`src/rtl/hack_core_p.sv`:
```
// hack_core_p: multi-cycle Hack CPU core with a stallable slow memory region and halt support
// Ports:
//   clk, reset             clock and synchronous active-high reset
//   instruction            ROM word at prog_counter
//   mem_busy               slow region currently owned by another master
//   mem_rdata              read data for mem_address
//   halt                   request to stop at the next instruction boundary
//   mem_load               write strobe (mem_wdata -> mem_address), committing EXEC only
//   mem_address            A register
//   mem_wdata              combinational ALU result
//   prog_counter           ROM address
//   retire                 one-cycle pulse per completed instruction
//   halted                 high while in HALT
module hack_core_p #(
    parameter int WIDTH = 16,
    parameter logic [WIDTH-1:0] SLOW_MASK = WIDTH'(16'hE000),
    parameter logic [WIDTH-1:0] SLOW_BASE = WIDTH'(16'h4000),
    parameter int READ_LAT = 2
) (
    input  logic             clk,
    input  logic             reset,
    input  logic [WIDTH-1:0] instruction,
    input  logic             mem_busy,
    input  logic [WIDTH-1:0] mem_rdata,
    input  logic             halt,
    output logic             mem_load,
    output logic [WIDTH-1:0] mem_address,
    output logic [WIDTH-1:0] mem_wdata,
    output logic [WIDTH-1:0] prog_counter,
    output logic             retire,
    output logic             halted
);
    localparam logic [2:0] S_FETCH  = 3'd0;
    localparam logic [2:0] S_DECODE = 3'd1;
    localparam logic [2:0] S_EXEC   = 3'd2;
    localparam logic [2:0] S_MREAD  = 3'd3;
    localparam logic [2:0] S_MFETCH = 3'd4;
    localparam logic [2:0] S_HALT   = 3'd5;
    localparam int CW = $clog2(READ_LAT + 1);

    logic [2:0]       state;
    logic [WIDTH-1:0] a_reg, d_reg, m_reg, pc, x_reg, y_reg;
    // ctrl[11:6] ALU controls, ctrl[5:3] destinations (A, D, M), ctrl[2:0] jump
    logic [11:0]      ctrl;
    logic [CW-1:0]    wait_cnt;

    logic [WIDTH-1:0] xz, xn, yz, yn, fo, alu_out, pc_inc;
    logic             zero, neg, jump, slow, commit, a_instr;
    logic             unused_bits;

    assign unused_bits = ^instruction[WIDTH-2:13];

    assign xz      = ctrl[11] ? '0 : x_reg;
    assign xn      = ctrl[10] ? ~xz : xz;
    assign yz      = ctrl[9] ? '0 : y_reg;
    assign yn      = ctrl[8] ? ~yz : yz;
    assign fo      = ctrl[7] ? xn + yn : xn & yn;
    assign alu_out = ctrl[6] ? ~fo : fo;
    assign zero    = alu_out == '0;
    assign neg     = alu_out[WIDTH-1];
    assign jump    = (ctrl[2] & neg) | (ctrl[1] & zero) | (ctrl[0] & ~neg & ~zero);
    assign pc_inc  = pc + WIDTH'(1);

    // slow-region test always uses the current A, so a d1+d3 commit writes to the old A
    assign slow    = (a_reg & SLOW_MASK) == SLOW_BASE;
    assign commit  = state == S_EXEC && (!ctrl[3] || !slow || !mem_busy);
    assign a_instr = state == S_DECODE && !instruction[WIDTH-1];

    assign mem_load     = commit && ctrl[3];
    assign retire       = commit || a_instr;
    assign halted       = state == S_HALT;
    assign mem_address  = a_reg;
    assign mem_wdata    = alu_out;
    assign prog_counter = pc;

    always_ff @(posedge clk) begin
        if (reset) begin
            state    <= S_FETCH;
            a_reg    <= '0;
            d_reg    <= '0;
            m_reg    <= '0;
            pc       <= '0;
            x_reg    <= '0;
            y_reg    <= '0;
            ctrl     <= '0;
            wait_cnt <= '0;
        end else begin
            case (state)
                S_FETCH: state <= halt ? S_HALT : S_DECODE;
                S_DECODE: begin
                    if (!instruction[WIDTH-1]) begin
                        a_reg <= instruction;
                        pc    <= pc_inc;
                        state <= S_MREAD;
                    end else begin
                        x_reg <= d_reg;
                        y_reg <= instruction[12] ? m_reg : a_reg;
                        ctrl  <= instruction[11:0];
                        state <= S_EXEC;
                    end
                end
                S_EXEC: begin
                    if (commit) begin
                        if (ctrl[5]) a_reg <= alu_out;
                        if (ctrl[4]) d_reg <= alu_out;
                        if (ctrl[3]) m_reg <= alu_out;
                        pc    <= jump ? a_reg : pc_inc;
                        state <= ctrl[5] ? S_MREAD : (halt ? S_HALT : S_FETCH);
                    end
                end
                S_MREAD: begin
                    // counter waits at 0 for the bus, then runs freely to READ_LAT
                    if (!slow || wait_cnt == CW'(READ_LAT))
                        state <= S_MFETCH;
                    else if (wait_cnt != '0 || !mem_busy)
                        wait_cnt <= wait_cnt + CW'(1);
                end
                S_MFETCH: begin
                    m_reg    <= mem_rdata;
                    wait_cnt <= '0;
                    state    <= halt ? S_HALT : S_DECODE;
                end
                S_HALT: if (!halt) state <= S_DECODE;
                default: state <= S_FETCH;
            endcase
        end
    end
endmodule

```
`config.mk`:
```
export PLATFORM = sky130hd
export DESIGN_NAME = hack_core_p
export DESIGN_NICKNAME = d
export VERILOG_FILES = /design/src/rtl/hack_core_p.sv
export SDC_FILE = /design/constraint.sdc
export NUM_CORES = 1
export LEC_CHECK = 0
export BUFFER_PORTS_ARGS = -buffer_cell sky130_fd_sc_hd__buf_2
export CORE_ASPECT_RATIO = 0.5
export CORE_MARGIN = 2
export CORE_UTILIZATION = 64
export CTS_CLUSTER_SIZE = 28
export DETAILED_ROUTE_END_ITERATION = 12
export PLACE_DENSITY = 0.86
export SKIP_CTS_REPAIR_TIMING = 1
export SLEW_MARGIN = 20
export SYNTH_ARGS = -nofsm -noshare
export SYNTH_HDL_FRONTEND = slang
export SYNTH_SLANG_ARGS = --single-unit
```
`constraint.sdc`:
```
create_clock -name clk -period 12.8 [get_ports clk]
set_input_delay 1.28 -clock clk [delete_from_list [all_inputs] [get_ports clk]]
set_output_delay 1.28 -clock clk [all_outputs]
set_load 0.05 [all_outputs]
```
* After elaboration in Yosys (flattened, before gate mapping) *
Index checks and enable logic that the tools add are counted.

storage, ports and cells
  bits in latches = 0
  register bits = 113
  logic and storage cells = 94
  output and inout bits = 51
  bits of input ports = 36
  memory bits (writable) = 0
  memories kept = 0
  bits in read-only memories = 0

operators by class
  reductions and logical operators = 26
  eq/ne operators = 15
  divide/modulo/power cells = 0
  multiply operators = 0
  magnitude comparators = 0
  add/subtract/negate cells = 3
  bitwise operators = 12
  shifts and indexed selects = 0
  muxes and demuxes = 29

operator list
  kind                                                              number
  16-bit two-way mux                                                15
  16-bit case mux with 2 select lines                               3
  16-bit inverter                                                   3
  3-bit two-way mux                                                 6
  16-bit by 1-bit adder with 16-bit output (second input constant)  1
  16-bit adder                                                      1
  16-bit AND                                                        1
  16-bit zero test                                                  1
  2-bit != test (second input constant)                             8
  3-bit case mux with 5 select lines                                1
  3-bit AND reduction                                               5
  3-bit by 2-bit == test with 1-bit output (second input constant)  3
  2-bit nonzero test                                                4
  3-bit == test (second input constant)                             2
  1-bit logical OR                                                  5
  1-bit AND                                                         4
  1-bit zero test                                                   4
  2-bit two-way mux                                                 2
  2-bit case mux with 2 select lines                                1
  4-bit AND reduction                                               1
  3-bit by 1-bit == test with 1-bit output (second input constant)  1
  1-bit logical AND                                                 3
  3-bit zero test                                                   1
  2-bit by 1-bit adder with 2-bit output (second input constant)    1
  other kinds (6)                                                   8

* Logic depth before layout (Yosys ltp) *
  depth in word-level cells = 14
  gate-level depth with buffers = 18
  mapped depth without buffers = 15

* Worst setup path after synthesis *
Ideal clock, no wire load.

  path type = register to register
  start = reg ctrl[10]
  end = reg pc[14], in the netlist prog_counter[14]
  buffers on the path = 5
  cell stages (with the launch flop) = 18
  period minus slack after synthesis = 5.097 ns
  required time = 12.726 ns
  path slack = 7.703 ns
  data arrival time = 5.023 ns
  cells stage by stage = dfxtp_1 > clkbuf_1 > clkbuf_1 > xnor2_1 > ha_1 > clkbuf_1 > o211ai_1 > o211ai_1 > a31oi_1 > or3_1 > a31o_2 > xnor2_1 > mux2_2 > o211ai_2 > buf_6 > buf_2 > nand3_1 > a31oi_1

on the way
  cells in the longest elaborated chain, start to end = 12
  elaborated cells between the ends (all ways) = 18
  classes of those cells = add/sub (1); mux (6); bitwise (10); reduce/logical (1)

ends and longest elaborated chain
  what                                                line    source
  from (decl)                                         44      logic [11:0] ctrl;
  from (signal assigned)                              98      ctrl <= instruction[11:0];
  16-bit two-way mux (*)                              54      assign xn = ctrl[10] ? ~xz : xz;
  16-bit adder or 16-bit AND (tied branches)          57      assign fo = ctrl[7] ? xn + yn : xn & yn;
  16-bit two-way mux (*)                              57
  16-bit inverter                                     58      assign alu_out = ctrl[6] ? ~fo : fo;
  16-bit two-way mux (*)                              58
  net mem_wdata[15]                                   28      output logic [WIDTH-1:0] mem_wdata,
  16-bit zero test or 1-bit inverter (tied branches)  59, 61
  1-bit AND or 1-bit inverter (tied branches)         61      assign jump = (ctrl[2] & neg) | (ctrl[1] & zero) | (ctrl[0] & ~neg & ~zero);
  1-bit OR or 1-bit AND (tied branches)               61
  1-bit OR (*)                                        61
  16-bit two-way mux (*)                              107     pc <= jump ? a_reg : pc_inc;
  16-bit two-way mux (*)                              103     if (commit) begin
  16-bit case mux with 2 select lines (*)             88      case (state)
  to (signal assigned)                                93      pc <= pc_inc;
  to (signal assigned)                                107
  to (decl)                                           42      logic [WIDTH-1:0] a_reg, d_reg, m_reg, pc, x_reg, y_reg;

The timed path passes the listed nets; every way through them passes the cells marked *. The select of a mux whose other input is x is not followed.
A chain may end at the register's enable or synchronous reset.

* Worst setup path after layout *
  start = reg ctrl[10]
  end = out mem_wdata[14]

on the way
  cells in the longest elaborated chain, start to end = 5
  elaborated cells between the ends (all ways) = 6
  classes of those cells = add/sub (1); mux (3); bitwise (2)

ends and longest elaborated chain
  what                                        line
  16-bit two-way mux (*)                      54
  16-bit adder or 16-bit AND (tied branches)  57
  16-bit two-way mux (*)                      57
  16-bit inverter                             58
  16-bit two-way mux (*)                      58
  to (decl)                                   28

Mark *: on every way between the ends. The rest lies on a longest branch, timed or not.

==> results.py <==
metrics = {
    "routing": {
        "drt_iter0_markers": 890,
        "post_drt_via_cell_ratio": 6.50,
        "ant_nets": 0,
        "route.vias.total": 7373,
        "wirelength_um": 21800,
        "first_pass_iters": 6,
        "wl_per_cell_um": 19.2,
        "drcViolationCount": 0,
    },
    "placement": {
        "dp_slack_ps": 7420,
        "io_buffers": 86,
        "dpl.hpwl_um": 14600,
        "gp_congestion": 0.983,
    },
    "floorplanning": {
        "die_y_um": 79.1,
        "die_area_mm2": 0.0122,
        "ioPinCount": 87,
        "die_w_um": 154,
        "core.rowCount": 27,
        "start_util_pct": 65.7,
        "core_area_mm2": 0.0110,
    },
    "cells_and_area": {
        "regArea_mm2": 0.00226,
        "multiInputGateArea_mm2": 0.00460,
        "drive_gt1_share_pct": 15.7,
        "final_nets": 1034,
        "n_fill_cell": 793,
        "area_growth_pct": 13.7,
        "antennaDiodeCount": 0,
    },
    "worst_hold_path": {
        "hp-class": "flop to flop",
        "whs_path_depth": 2,
    },
    "timing": {
        "min_period_over_period_pct": 45.3,
        "timing.fmax_ghz": 0.173,
        "final.setup.tns_ps": 0,
        "finalClockSkew_ps": 7.80,
        "rsz0062_at_grt": "no",
        "hold_viol_final": 0,
        "finalSetupViolCount": 0,
        "finalCriticalPeriod_ps": 5790,
        "setup_ws_ps": 7010,
        "worst_slew_pin_slew_ps": 1070,
        "final_max_slew_viol_count": 0,
        "max_slew_margin_pct": 28.3,
    },
    "critical_path": {
        "cp.arrival_ps": 4510,
        "crit_top_cell": "xnor2_1",
        "crit_type": "flop to primary output",
        "critical-path-max-stage-delay_ps": 890,
        "critical-path-top-delay-family": "flip-flops",
        "path_cells": "xnor2_1, ha_1, fa_1, a21oi_1, o221a_2, nor3_1, or4b_1, mux2i_1, xnor2_1, buf_2",
        "ff2ff_path_depth": 14,
        "crit_path_end_kind": "primary output",
        "cp.depth": 10,
        "worstPathMaxFanout": 17,
        "cpMaxStageDelayCell": "dfxtp_1",
        "crit_buf_inv": 1,
        "critPathLaunchType": "flop",
        "required_ps": 11520,
    },
    "logic_synthesis": {
        "ys_warn_count": 0,
        "yosys_register_bits": 113,
        "syn_avg_cell_area_um2": 7.69,
        "synth_top_area_cell": "dfxtp_1",
        "yosys.cell_types.count": 68,
        "yosysTopAreaCellShare_pct": 31.3,
        "syn_area_mm2": 0.00722,
        "synth-edff-count": 0,
        "synth_top_flop_cell": "dfxtp_1",
        "syn_inst": 938,
        "synth_seq_area_share_pct": 31.3,
        "synth_nets": 994,
        "synth.area.top_cells": "dfxtp_1 (31%), nand2_1 (8.5%), xnor2_1 (5.2%)",
        "synthArstFlopShare_pct": 0,
    },
    "power_and_ir_drop": {
        "p_leak_uw": 0.00322,
        "ir_drop_mv": 0.119,
        "power_per_cell_area_mw_per_mm2": 140,
    },
    "cts": {
        "clockRootBuffer": "clkbuf_16",
        "cts_tree": "yes",
        "ctsLongestPathBuffers": 2,
        "cts_buffers": 17,
        "cts_max_level": 4,
        "path_clk_slew_ps": 50,
        "clock_latency_ps": 420,
        "cts.sinks": 113,
    },
    "global_routing": {
        "grt_pass1_vias": 6944,
        "overflow": 0,
        "grt_max_degree": 114,
        "grt_pass1_wl_um": 35000,
        "grt_use_total_pct": 36.4,
        "antenna_found_initial": 0,
    },
    "flow_run": {
        "cap_violations": 0,
    },
    "outcome": {
        "status": "finished clean",
    },
}
-- layout make-up --
cell class,instances,share of cell area (%)
multi-input combinational,730,56.1
clock inverter,10,1.34
timing repair buffer,95,6.14
inverter,21,0.960
tap,145,2.21
clock buffer,21,5.73
sequential,113,27.6
-- cells by family (layout without fill, tap and decap cells) --
logic type,Yosys count,in the layout,share of synthesized area (%)
flip-flops,113,113,31.3
multiplexers,30,30,4.18
buffers and inverters,95,147,5.32
XOR/XNOR,44,44,5.34
AND/OR/NAND/NOR,403,403,27.3
AO/OA/AOI/OAI,233,233,23.0
adder cells (fa/ha/maj),20,20,3.57
-- worst min-delay path: cells and delay by family, from the launching register on --
kind | cells | cell delay (ps)
flops | 1 | 310
simple gates | 1 | 50
compound gates | 1 | 50
-- stage by stage --
step	power [uW]	instances	cell area [um2]	hold WS, ps	util, %
2_1_floorplan	608	938	7220	432	-
3_3_place_gp	675	1104	7610	438	69.3
3_5_place_dp	682	1104	7610	442	69.3
4_1_cts	1140	1135	8190	450	74.6
5_1_grt	1190	1135	8210	466	74.8
6_report	1150	1135	8210	454	74.8
-- final timing paths --
check                               start         endpoint  slack, ps
worst min-delay path            d_reg[15]        x_reg[15]        450
worst max register to register   ctrl[10]  prog_counter[0]       7580
worst min register to register  d_reg[15]        x_reg[15]        450
worst max-delay path             ctrl[10]    mem_wdata[14]       7010
-- synthesized netlist by cell type (3+ instances only) --
cell       number
o211ai_1       14
xnor2_1        43
nor3_1         11
a31o_2          3
nor2_1         85
nor3b_1         4
nand2b_1       39
o21ai_0        23
nand3_1        16
o2bb2a_2        6
o221a_2         3
dfxtp_1       113
a21o_1          6
o2bb2a_1        6
nand3b_1       19
a211o_1         3
o2111ai_1       5
nor4_1          4
o211a_1         4
nand4_1         4
o21a_1          4
and2_1          7
a21oi_1        64
a311oi_1       20
a211oi_1       35
nand4b_1       10
clkbuf_1       62
a31oi_1        16
and3_1         20
mux2i_1        29
nand2_1       164
ha_1           19
buf_2           7
inv_1          19
or2_2           3
-- power by group --
part           total [uW]  leakage [uW]  switching, uW  internal [uW]
Combinational         289       0.00202            202           87.5
Clock                 465      0.000277            166            299
Sequential            398      0.000916           25.7            373
-- placed cells by master (no fill, tap or decap), types with 20 or more instances in the layout --
master / netlist / routed
nand2_1: 164 / 164
dfxtp_1: 113 / 113
buf_2: 7 / 85
nor2_1: 85 / 84
a21oi_1: 64 / 64
xnor2_1: 43 / 43
nand2b_1: 39 / 39
a211oi_1: 35 / 35
mux2i_1: 29 / 29
o21ai_0: 23 / 23
and3_1: 20 / 20
-- metal layers --
metal / track usage [%] / share of wire (%)
met4: 15.7 / 3.4
met3: 8.19 / 12
met2: 56.5 / 43
met1: 49.3 / 42
met5: 0 / 0
(Power assumes the default switching activity.)
